**src/rtl/mem_arbiter.sv**
```systemverilog
// -----------------------------------------------------------------------------
// mem_arbiter
//
// Single-port memory controller and arbiter. It shares one byte-wide RAM
// between instruction fetch (IF) and load/store (MEM). Each 32-bit fetch or
// 1/2/4-byte load/store is broken into one RAM cycle per byte. The assembled
// data is returned with a one-cycle done pulse. MEM has fixed priority over IF,
// and an IF read that is pending or in flight can be cancelled by a branch
// redirect.
//
// Ports
//   clk_in, rst_in        clock, synchronous active-high reset
//   if_req/if_addr        fetch request (always 4 bytes), held until if_done
//   if_cancel             abort a pending or in-flight fetch
//   if_done/if_data       one-cycle completion pulse and fetched word (LE)
//   mem_req/mem_we        load/store request (held until mem_done), 1 = store
//   mem_addr/mem_len      byte address and byte count (1, 2, else 4)
//   mem_wdata             store data, low mem_len bytes used
//   mem_done/mem_rdata    one-cycle completion pulse and zero-extended load data
//   ram_a/ram_wr/ram_dout RAM address, write enable and write byte
//   ram_din               RAM read byte, valid the cycle after its address
//   if_stall/mem_stall    requester-waiting lines to the stall controller
// -----------------------------------------------------------------------------
module mem_arbiter (
    input  logic        clk_in,
    input  logic        rst_in,
    input  logic        if_req,
    input  logic [31:0] if_addr,
    input  logic        if_cancel,
    output logic        if_done,
    output logic [31:0] if_data,
    input  logic        mem_req,
    input  logic        mem_we,
    input  logic [31:0] mem_addr,
    input  logic [2:0]  mem_len,
    input  logic [31:0] mem_wdata,
    output logic        mem_done,
    output logic [31:0] mem_rdata,
    output logic [31:0] ram_a,
    output logic        ram_wr,
    output logic [7:0]  ram_dout,
    input  logic [7:0]  ram_din,
    output logic        if_stall,
    output logic        mem_stall
);

    localparam logic [1:0] ST_IDLE  = 2'd0;
    localparam logic [1:0] ST_READ  = 2'd1;
    localparam logic [1:0] ST_WRITE = 2'd2;
    localparam logic [1:0] ST_DONE  = 2'd3;

    localparam logic OWN_IF  = 1'b0;
    localparam logic OWN_MEM = 1'b1;

    // Any byte count other than 1 or 2 is handled as a full word.
    function automatic logic [2:0] norm_len(input logic [2:0] len);
        case (len)
            3'd1:    norm_len = 3'd1;
            3'd2:    norm_len = 3'd2;
            default: norm_len = 3'd4;
        endcase
    endfunction

    // Transaction state
    logic [1:0]  state_q,     state_d;
    logic        owner_q,     owner_d;
    logic [31:0] base_q,      base_d;
    logic [2:0]  len_q,       len_d;
    logic [31:0] wdata_q,     wdata_d;
    logic [2:0]  cnt_q,       cnt_d;      // bytes issued to the RAM
    logic [2:0]  cap_q,       cap_d;      // bytes captured from the RAM

    // Read pipeline tracking: iss1 = an address is on ram_a this cycle,
    // iss2 = the byte for the previous address is on ram_din this cycle.
    logic        iss1_q,      iss1_d;
    logic        iss2_q,      iss2_d;

    // Registered outputs
    logic [31:0] ram_a_q,     ram_a_d;
    logic        ram_wr_q,    ram_wr_d;
    logic [7:0]  ram_dout_q,  ram_dout_d;
    logic [31:0] if_data_q,   if_data_d;
    logic [31:0] mem_rdata_q, mem_rdata_d;
    logic        if_done_q,   if_done_d;
    logic        mem_done_q,  mem_done_d;

    // Lane buffer control
    logic        buf_clr;     // clear all lanes at the start of a transaction
    logic        buf_cap;     // capture ram_din into lane cap_q
    logic [31:0] word_asm;    // lanes with this cycle's capture already merged

    // -------------------------------------------------------------------------
    // Lane buffer: one byte register per lane. word_asm forwards the byte being
    // captured this cycle so the final byte lands in the output word on the
    // same edge that enters DONE.
    // -------------------------------------------------------------------------
    for (genvar gi = 0; gi < 4; gi++) begin : g_lane
        logic [7:0] lane_q;
        logic       hit;

        assign hit = buf_cap && (cap_q[1:0] == 2'(gi));

        always_ff @(posedge clk_in) begin
            if (rst_in || buf_clr) begin
                lane_q <= '0;
            end else if (hit) begin
                lane_q <= ram_din;
            end
        end

        assign word_asm[8*gi +: 8] = hit ? ram_din : lane_q;
    end

    // -------------------------------------------------------------------------
    // Next-state logic
    // -------------------------------------------------------------------------
    always_comb begin
        state_d     = state_q;
        owner_d     = owner_q;
        base_d      = base_q;
        len_d       = len_q;
        wdata_d     = wdata_q;
        cnt_d       = cnt_q;
        cap_d       = cap_q;
        iss1_d      = 1'b0;
        iss2_d      = 1'b0;
        ram_a_d     = ram_a_q;
        ram_wr_d    = 1'b0;
        ram_dout_d  = ram_dout_q;
        if_data_d   = if_data_q;
        mem_rdata_d = mem_rdata_q;
        if_done_d   = 1'b0;
        mem_done_d  = 1'b0;
        buf_clr     = 1'b0;
        buf_cap     = 1'b0;

        case (state_q)
            ST_IDLE: begin
                // The first byte is issued on the grant edge, so the first
                // address appears in the cycle after the request is seen.
                if (mem_req) begin
                    owner_d = OWN_MEM;
                    base_d  = mem_addr;
                    len_d   = norm_len(mem_len);
                    wdata_d = mem_wdata;
                    cnt_d   = 3'd1;
                    cap_d   = 3'd0;
                    ram_a_d = mem_addr;
                    buf_clr = 1'b1;
                    if (mem_we) begin
                        state_d    = ST_WRITE;
                        ram_wr_d   = 1'b1;
                        ram_dout_d = mem_wdata[7:0];
                    end else begin
                        state_d = ST_READ;
                        iss1_d  = 1'b1;
                    end
                end else if (if_req && !if_cancel) begin
                    owner_d = OWN_IF;
                    base_d  = if_addr;
                    len_d   = 3'd4;
                    cnt_d   = 3'd1;
                    cap_d   = 3'd0;
                    ram_a_d = if_addr;
                    buf_clr = 1'b1;
                    state_d = ST_READ;
                    iss1_d  = 1'b1;
                end
            end

            ST_READ: begin
                if (owner_q == OWN_IF && if_cancel) begin
                    // Redirect: abandon the fetch; any byte still in flight
                    // from the RAM is ignored because iss1/iss2 clear.
                    state_d = ST_IDLE;
                    cnt_d   = 3'd0;
                    cap_d   = 3'd0;
                end else begin
                    iss2_d = iss1_q;
                    if (cnt_q < len_q) begin
                        ram_a_d = base_q + {29'd0, cnt_q};
                        cnt_d   = cnt_q + 3'd1;
                        iss1_d  = 1'b1;
                    end
                    if (iss2_q) begin
                        buf_cap = 1'b1;
                        cap_d   = cap_q + 3'd1;
                        if (cap_q == len_q - 3'd1) begin
                            state_d = ST_DONE;
                            if (owner_q == OWN_IF) begin
                                if_done_d = 1'b1;
                                if_data_d = word_asm;
                            end else begin
                                mem_done_d  = 1'b1;
                                mem_rdata_d = word_asm;
                            end
                        end
                    end
                end
            end

            ST_WRITE: begin
                if (cnt_q < len_q) begin
                    ram_a_d    = base_q + {29'd0, cnt_q};
                    ram_dout_d = wdata_q[{cnt_q[1:0], 3'b000} +: 8];
                    ram_wr_d   = 1'b1;
                    cnt_d      = cnt_q + 3'd1;
                end else begin
                    // The last byte was written in this cycle.
                    state_d    = ST_DONE;
                    mem_done_d = 1'b1;
                end
            end

            ST_DONE: begin
                // Requests are ignored here; the requester drops or changes
                // its request while we return to IDLE.
                state_d = ST_IDLE;
                cnt_d   = 3'd0;
                cap_d   = 3'd0;
            end

            default: begin
                state_d = ST_IDLE;
            end
        endcase
    end

    // -------------------------------------------------------------------------
    // State registers
    // -------------------------------------------------------------------------
    always_ff @(posedge clk_in) begin
        if (rst_in) begin
            state_q     <= ST_IDLE;
            owner_q     <= OWN_IF;
            base_q      <= '0;
            len_q       <= '0;
            wdata_q     <= '0;
            cnt_q       <= '0;
            cap_q       <= '0;
            iss1_q      <= 1'b0;
            iss2_q      <= 1'b0;
            ram_a_q     <= '0;
            ram_wr_q    <= 1'b0;
            ram_dout_q  <= '0;
            if_data_q   <= '0;
            mem_rdata_q <= '0;
            if_done_q   <= 1'b0;
            mem_done_q  <= 1'b0;
        end else begin
            state_q     <= state_d;
            owner_q     <= owner_d;
            base_q      <= base_d;
            len_q       <= len_d;
            wdata_q     <= wdata_d;
            cnt_q       <= cnt_d;
            cap_q       <= cap_d;
            iss1_q      <= iss1_d;
            iss2_q      <= iss2_d;
            ram_a_q     <= ram_a_d;
            ram_wr_q    <= ram_wr_d;
            ram_dout_q  <= ram_dout_d;
            if_data_q   <= if_data_d;
            mem_rdata_q <= mem_rdata_d;
            if_done_q   <= if_done_d;
            mem_done_q  <= mem_done_d;
        end
    end

    // -------------------------------------------------------------------------
    // Outputs
    // -------------------------------------------------------------------------
    // A cancel arriving in the DONE cycle still suppresses the fetch pulse,
    // so the gating has to be combinational on top of the registered pulse.
    assign if_done   = if_done_q && !if_cancel;
    assign mem_done  = mem_done_q;
    assign if_data   = if_data_q;
    assign mem_rdata = mem_rdata_q;
    assign ram_a     = ram_a_q;
    assign ram_wr    = ram_wr_q;
    assign ram_dout  = ram_dout_q;

    assign if_stall  = !rst_in && if_req  && !if_done;
    assign mem_stall = !rst_in && mem_req && !mem_done;

endmodule

```
**config.mk**
```make
export PLATFORM = sky130hd
export DESIGN_NAME = mem_arbiter
export DESIGN_NICKNAME = d
export VERILOG_FILES = /design/src/rtl/mem_arbiter.sv
export SDC_FILE = /design/constraint.sdc
export NUM_CORES = 1
export LEC_CHECK = 0
export BUFFER_PORTS_ARGS = -buffer_cell sky130_fd_sc_hd__buf_2
export CORE_ASPECT_RATIO = 0.6
export CORE_UTILIZATION = 49
export CTS_CLUSTER_DIAMETER = 40
export CTS_CLUSTER_SIZE = 20
export DETAILED_ROUTE_END_ITERATION = 8
export PLACE_DENSITY = 0.78
export SLEW_MARGIN = 20
export SYNTH_ARGS = -nofsm -noshare
export SYNTH_HDL_FRONTEND = slang
export SYNTH_SLANG_ARGS = --single-unit
```
**constraint.sdc**
```tcl
create_clock -name clk_in -period 1.82 [get_ports clk_in]
set_input_delay 0.364 -clock clk_in [delete_from_list [all_inputs] [get_ports clk_in]]
set_output_delay 0.364 -clock clk_in [all_outputs]
set_load 0.02 [all_outputs]
```
# After elaboration in Yosys (flattened, before gate mapping)
# Index checks and enable logic that the tools add are counted.
totals:
  output_inout_bits: 109
  reg_bits: 217
  elab_cells: 137
  in_bits: 113
classes:
  order_cmp: 1
  muxes: 57
  shifts: 1
  reduce_logical: 32
  add_sub_neg: 4
  bitwise: 5
  n_eq_ne: 17
ops:
  columns: ["cell", "n"]
  rows:
  - ["$mux W32", 4]
  - ["$pmux W32 S3", 1]
  - ["$mux W8", 7]
  - ["$add A32 B3 Y32", 1]
  - ["$shiftx A32 B6 Y8", 1]
  - ["$mux W3", 10]
  - ["$mux W1", 20]
  - ["$pmux W8 S2", 1]
  - ["$mux W2", 7]
  - ["$pmux W3 S4", 1]
  - ["$logic_and A1 B1 Y1", 11]
  - ["$ne A2 B2 Y1 const B", 5]
  - ["$reduce_and A5 Y1", 2]
  - ["$ne A3 B3 Y1 const B", 3]
  - ["$pmux W3 S3", 1]
  - ["$eq A2 B2 Y1 const B", 4]
  - ["$pmux W2 S4", 1]
  - ["$reduce_and A4 Y1", 2]
  - ["$add A3 B1 Y3 const B", 2]
  - ["$pmux W1 S2", 3]
  - ["$pmux W3 S2", 1]
  - ["$reduce_and A3 Y1", 2]
  - ["$reduce_bool A3 Y1", 2]
  - ["$not A1 Y1", 5]
  - ["13 further kinds", 20]

# Longest topological paths before layout
depth:
  word_depth: 6
  depth_mapped: 10
  depth_no_buf: 7

# Worst setup path after synthesis
# Ideal clock, no wire load.
synth_path:
  path_kind: "reg-to-reg"
  start: "register len_q[2]"
  end: "register ram_a_q[18], in the netlist ram_a[18]"
  period_less_slack_ns: 2.014
  setup_slack_ns: -0.194
  n_path_buf: 1
  required_ns: 1.698
  setup_time_ns: 0.122
  t_arrival_ns: 1.893
  path_stages_with_launch: 9
  path_cell_list: "dfxtp_1 -> inv_1 -> ha_1 -> a21o_1 -> a31o_2 -> a21oi_1 -> nor2_1 -> buf_2 -> a221o_1"
synth_via:
  elab_chain_cells: 4
synth_rtl:
  columns: ["item", "line", "source"]
  rows:
  - ["from (decl)", "68", "logic [2:0] len_q, len_d;"]
  - ["from (signal assigned)", "254", "len_q <= len_d;"]
  - ["$lt A3 B3 Y1 (*)", "180, 203", null]
  - ["$mux W32 (*)", null, null]
  - ["$mux W32", null, null]
  - ["$pmux W32 S3 (*)", null, null]
  - ["to (signal assigned)", "260", "ram_a_q <= ram_a_d;"]
  - ["to (decl)", "79", "logic [31:0] ram_a_q, ram_a_d;"]
# Every way passes the cells marked *; elsewhere a longest branch is shown, timed or not. The select of a mux whose other input is x is not followed.
# A chain may end at the register's enable or synchronous reset.

# Final worst setup path
layout_path:
  start: "register cnt_q[2]"
  end: "register ram_a_q[20], in the netlist ram_a[20]"
layout_via:
  elab_chain_cells: 4
  word_cells_on_any_way: 5
  cone_classes: "add/sub: 1; order compare: 1; mux: 3"
layout_rtl:
  columns: ["item", "line", "source"]
  rows:
  - ["from (decl)", "70", "logic [2:0] cnt_q, cnt_d;"]
  - ["from (signal assigned)", "256", "cnt_q <= cnt_d;"]
  - ["$add A32 B3 Y32 / $lt A3 B3 Y1 (equally long branches)", null, null]
  - ["$mux W32 (*)", "180, 203", null]
  - ["$mux W32", "172", "if (owner_q == OWN_IF && if_cancel) begin"]
  - ["$pmux W32 S3 (*)", "137", "case (state_q)"]
# Marks and branches as above.

==> results.env <==
RUN_STATUS='complete, but fails checks'
VIOLATIONS_IN_THE_FINAL_REPORTS='DRC, setup timing'
YOSYSTOPAREACELL='dfxtp_1'
DETAILEDROUTE.FIRSTPASSITERATIONCOUNT=8
SETUP.WORST_PATH.START_CLASS='flop'
CRITPATHCAPTURETYPE='flop'
CRITICAL_PATH_REQUIRED_PS=2240
VDD_DROP_MAX_uV=1050
NUMBER_OF_CORE_ROWS=39
PLACEMENT.SETUP.WORST_SLACK_PS=-241
WIRELENGTH_MET1_UM=15600
CTS_TREE='yes'
YS_SEQ_ELEMENTS=217
GRT_MAX_DEGREE=43
FINAL_MAX_SLEW_VIOL_COUNT=0
WORST-ENDPOINT-ARRIVAL_PS=2620
REPORT.FINAL.HOLD_VIOL_COUNT=0
H-TREE-DEPTH=1
CLOCK.FMAX_MHz=453
WHS_PS=71.6
CTS_SINKS=217
SYNTH-ASYNC-RESET-RATIO=0
FIN_SKEW_PS=18.2
NUMCTSBUFFERS=22
CLKLATENCYLATEPIN_PS=530
YOSYSSEQAREASHARE=0.457
YS_TYPES=67
FINALWORSTPATHREQUIREDPERIOD_PS=2210
FIN_SETUP_TNS_PS=-26960
NUM_VIAS=10400
ROOT_BUFFER='clkbuf_16'
AREA.GROWTH.SYNTH_TO_FINAL_PCT=51.9
TIMING.FINAL.CRIT_SHARE=1.21
HOLDBUFCOUNTCTS=0
FINAL_CELL_MIX='220 x buf_2, 208 x dfxtp_1, 104 x nand2_1'
FINAL_COMMON_CELL='buf_2'
POST-ROUTE-UTIL=0.760
GLOBALPLACE.CONGESTION=0.914
CHIPHEIGHT_UM=110
YOSYS_MOST_USED_DFF='dfxtp_1'
SLEW_HEADROOM=0.528
NETLIST_INSTANCES=1035
DRTITER0DRC=1397
WL_MET3_UM=4810
POST_SYNTH_MAIN_AREA_CONTRIBUTORS='dfxtp_1 46%, a211oi_1 8.2%, mux2i_1 7.8%, nor2_1 6.1%, nand2_1 4.2%'
LAYOUT.AREA.SEQ_SQ_UM=4360
IO_PINS=222
SYNTH_AREA_SQ_UM=9500
GRT_FIRST_PASS_WIRELENGTH_UM=52600
FLOORPLAN.DIE_AREA_SQ_UM=20000
TOTAL_OF_BUFFERS_PLACED_ON_INPUT_AND_OUTPUT_PORTS=221
GRT-OVFL-TOTAL=0
ROUTE.DETAILED.WL_PER_INST_UM=24.2
DIE_X_UM=182
CTSLONGESTPATHBUFFERS=3
DETAIL_ROUTE.VIAS_PER_CELL=6.35
SYN-NUM-NETS=1165
TOP_LAYER_USED='met5'
MULTIINPUTGATEAREA_SQ_UM=5780
MET2_WIRE_LENGTH_UM=16500
POWER_LEAKAGE_nW=6.25
DETAIL_ROUTE.DRC_VIOLATIONS=4
SYNTH-EDFF-COUNT=0
FILLERS=1151
FINALSETUPVIOLATIONS=119
DRT.ANTENNA.VIOLATING_NETS=0
WORST_SETUP_HOLD_PATH_CLK_SLEW_PS=80
POSTSYNTHAREAPERCELL_SQ_UM=9.18
CRITICAL_PATH_CLASS='flop to flop'
DRT-TOTAL-WL_UM=39700
FIRST_GLOBAL_VIAS=9448
WORST_HOLD_PATH_TYPE='input port to flop'
GRT_ANTENNA_BEFORE_REPAIR=2
GRT_USAGE=0.339
MEASURED_SLEW_AT_THE_WORST_SLEW_CHECK_PIN_PS=708
SYNTH_TOP_AREA_SHARE=0.457
CRITICAL_PATH_PEAK_FANOUT=7
GRT_SETUP_UNREPAIRED='true'
DRIVE_ABOVE_1_SHARE=0.463
INITIAL_UTILIZATION=0.500
NETS=1508
CAP_VIOL_MAX_COUNT=0
FP.COREAREA_SQ_UM=19000
POST-ROUTE-WORST-SETUP-SLACK_PS=-389
YS.WARNINGS.COUNT=0
PWR_DENSITY_CELL_nW_PER_UM2=1360
PLACE_HPWL_UM=19300
-- sequential cells by signal, summed over array words and instances (netlist names) --
register / flops
ram_dout: 8
base_q: 32
iss1_q: 1
state_q: 2
if_data: 32
g_lane.lane_q: 32
wdata_q: 32
if_done_q: 1
ram_wr: 1
len_q: 3
cap_q: 3
mem_done: 1
owner_q: 1
iss2_q: 1
ram_a: 32
mem_rdata: 32
cnt_q: 3
-- power breakdown --
part | switching, mW | total [mW] | leakage (nW) | internal [mW]
sequential | 0.602 | 6.14 | 1.77 | 5.54
combinational | 5.02 | 8.53 | 4.10 | 3.51
clock | 2.35 | 4.89 | 0.373 | 2.54
-- worst max-delay path: stages (launching register included) --
cell and delay [ps]:
dfxtp_4 370, buf_6 120, ha_4 210, a21o_1 230, a31o_4 270, buf_6 140, a211oi_4 320, nand2_4 150
o221ai_1 300
-- cell families (layout without fill, tap and decap cells) --
group / Yosys count / count (layout) / synth area share
and+or+nand+nor: 355 / 356 / 0.173
muxes: 83 / 83 / 0.0981
xor gates and xnor gates: 22 / 22 / 0.0217
buffers and inverters: 90 / 448 / 0.0404
other: 0 / 1 / 0
adders and majority gates: 17 / 17 / 0.0232
AOI/OAI and AO/OA: 251 / 251 / 0.186
DFF: 217 / 217 / 0.457
-- repair_timing --
action	CTS	global route
pin swaps	57	60
gates resized for setup	160	133
setup endpoints to repair	106	117
gates cloned	16	2
buffers inserted	33	38
-- cell usage after synthesis (6+ instances only) --
library cell  number
dfxtp_1          217
nor2_1           155
nand2_1          106
a211oi_1         104
mux2i_1           74
a21oi_1           65
clkbuf_1          40
buf_2             22
o21ai_0           19
nor3_1            18
ha_1              16
xor2_1            15
inv_1             12
nand3_1           12
buf_1             11
nand4_1           11
o211ai_1          11
and3_1             8
mux4_2             8
a211o_1            7
a32o_1             6
xnor2_1            6
-- path summary, 6_finish.rpt --
check,slack (ps),cells past startpoint,endpoint,startpoint
worst min register to register,460,2,wdata_q[11],wdata_q[11]
worst max register to register,-390,8,ram_a[20],cnt_q[2]
worst max-delay path,-390,8,ram_a[20],cnt_q[2]
worst min-delay path,70,3,wdata_q[29],mem_wdata[29]
-- cell type report --
cell class,count,area share
Tap cell,246,0.0213
Antenna cell,1,0.000173
Multi-Input combinational cell,729,0.401
Clock buffer,24,0.0387
Clock inverter,16,0.0147
Sequential cell,217,0.302
Timing Repair Buffer,395,0.219
Inverter,13,0.00338
-- stage by stage --
stage,power [mW],cells,cell area [sq um]
global placement,12.6,1529,11700
floorplan,10.3,1035,9660
finish,19.6,1641,14400
detailed placement,12.7,1529,11700
global route,20.2,1640,14400
CTS,17.9,1617,13800
-- metal layers --
metal,vias up,global-route usage
met5,-,0
met4,4,0.148
met3,304,0.0987
met2,883,0.505
met1,4794,0.456
li1,4437,-
Power figures use the tool's default switching activity.
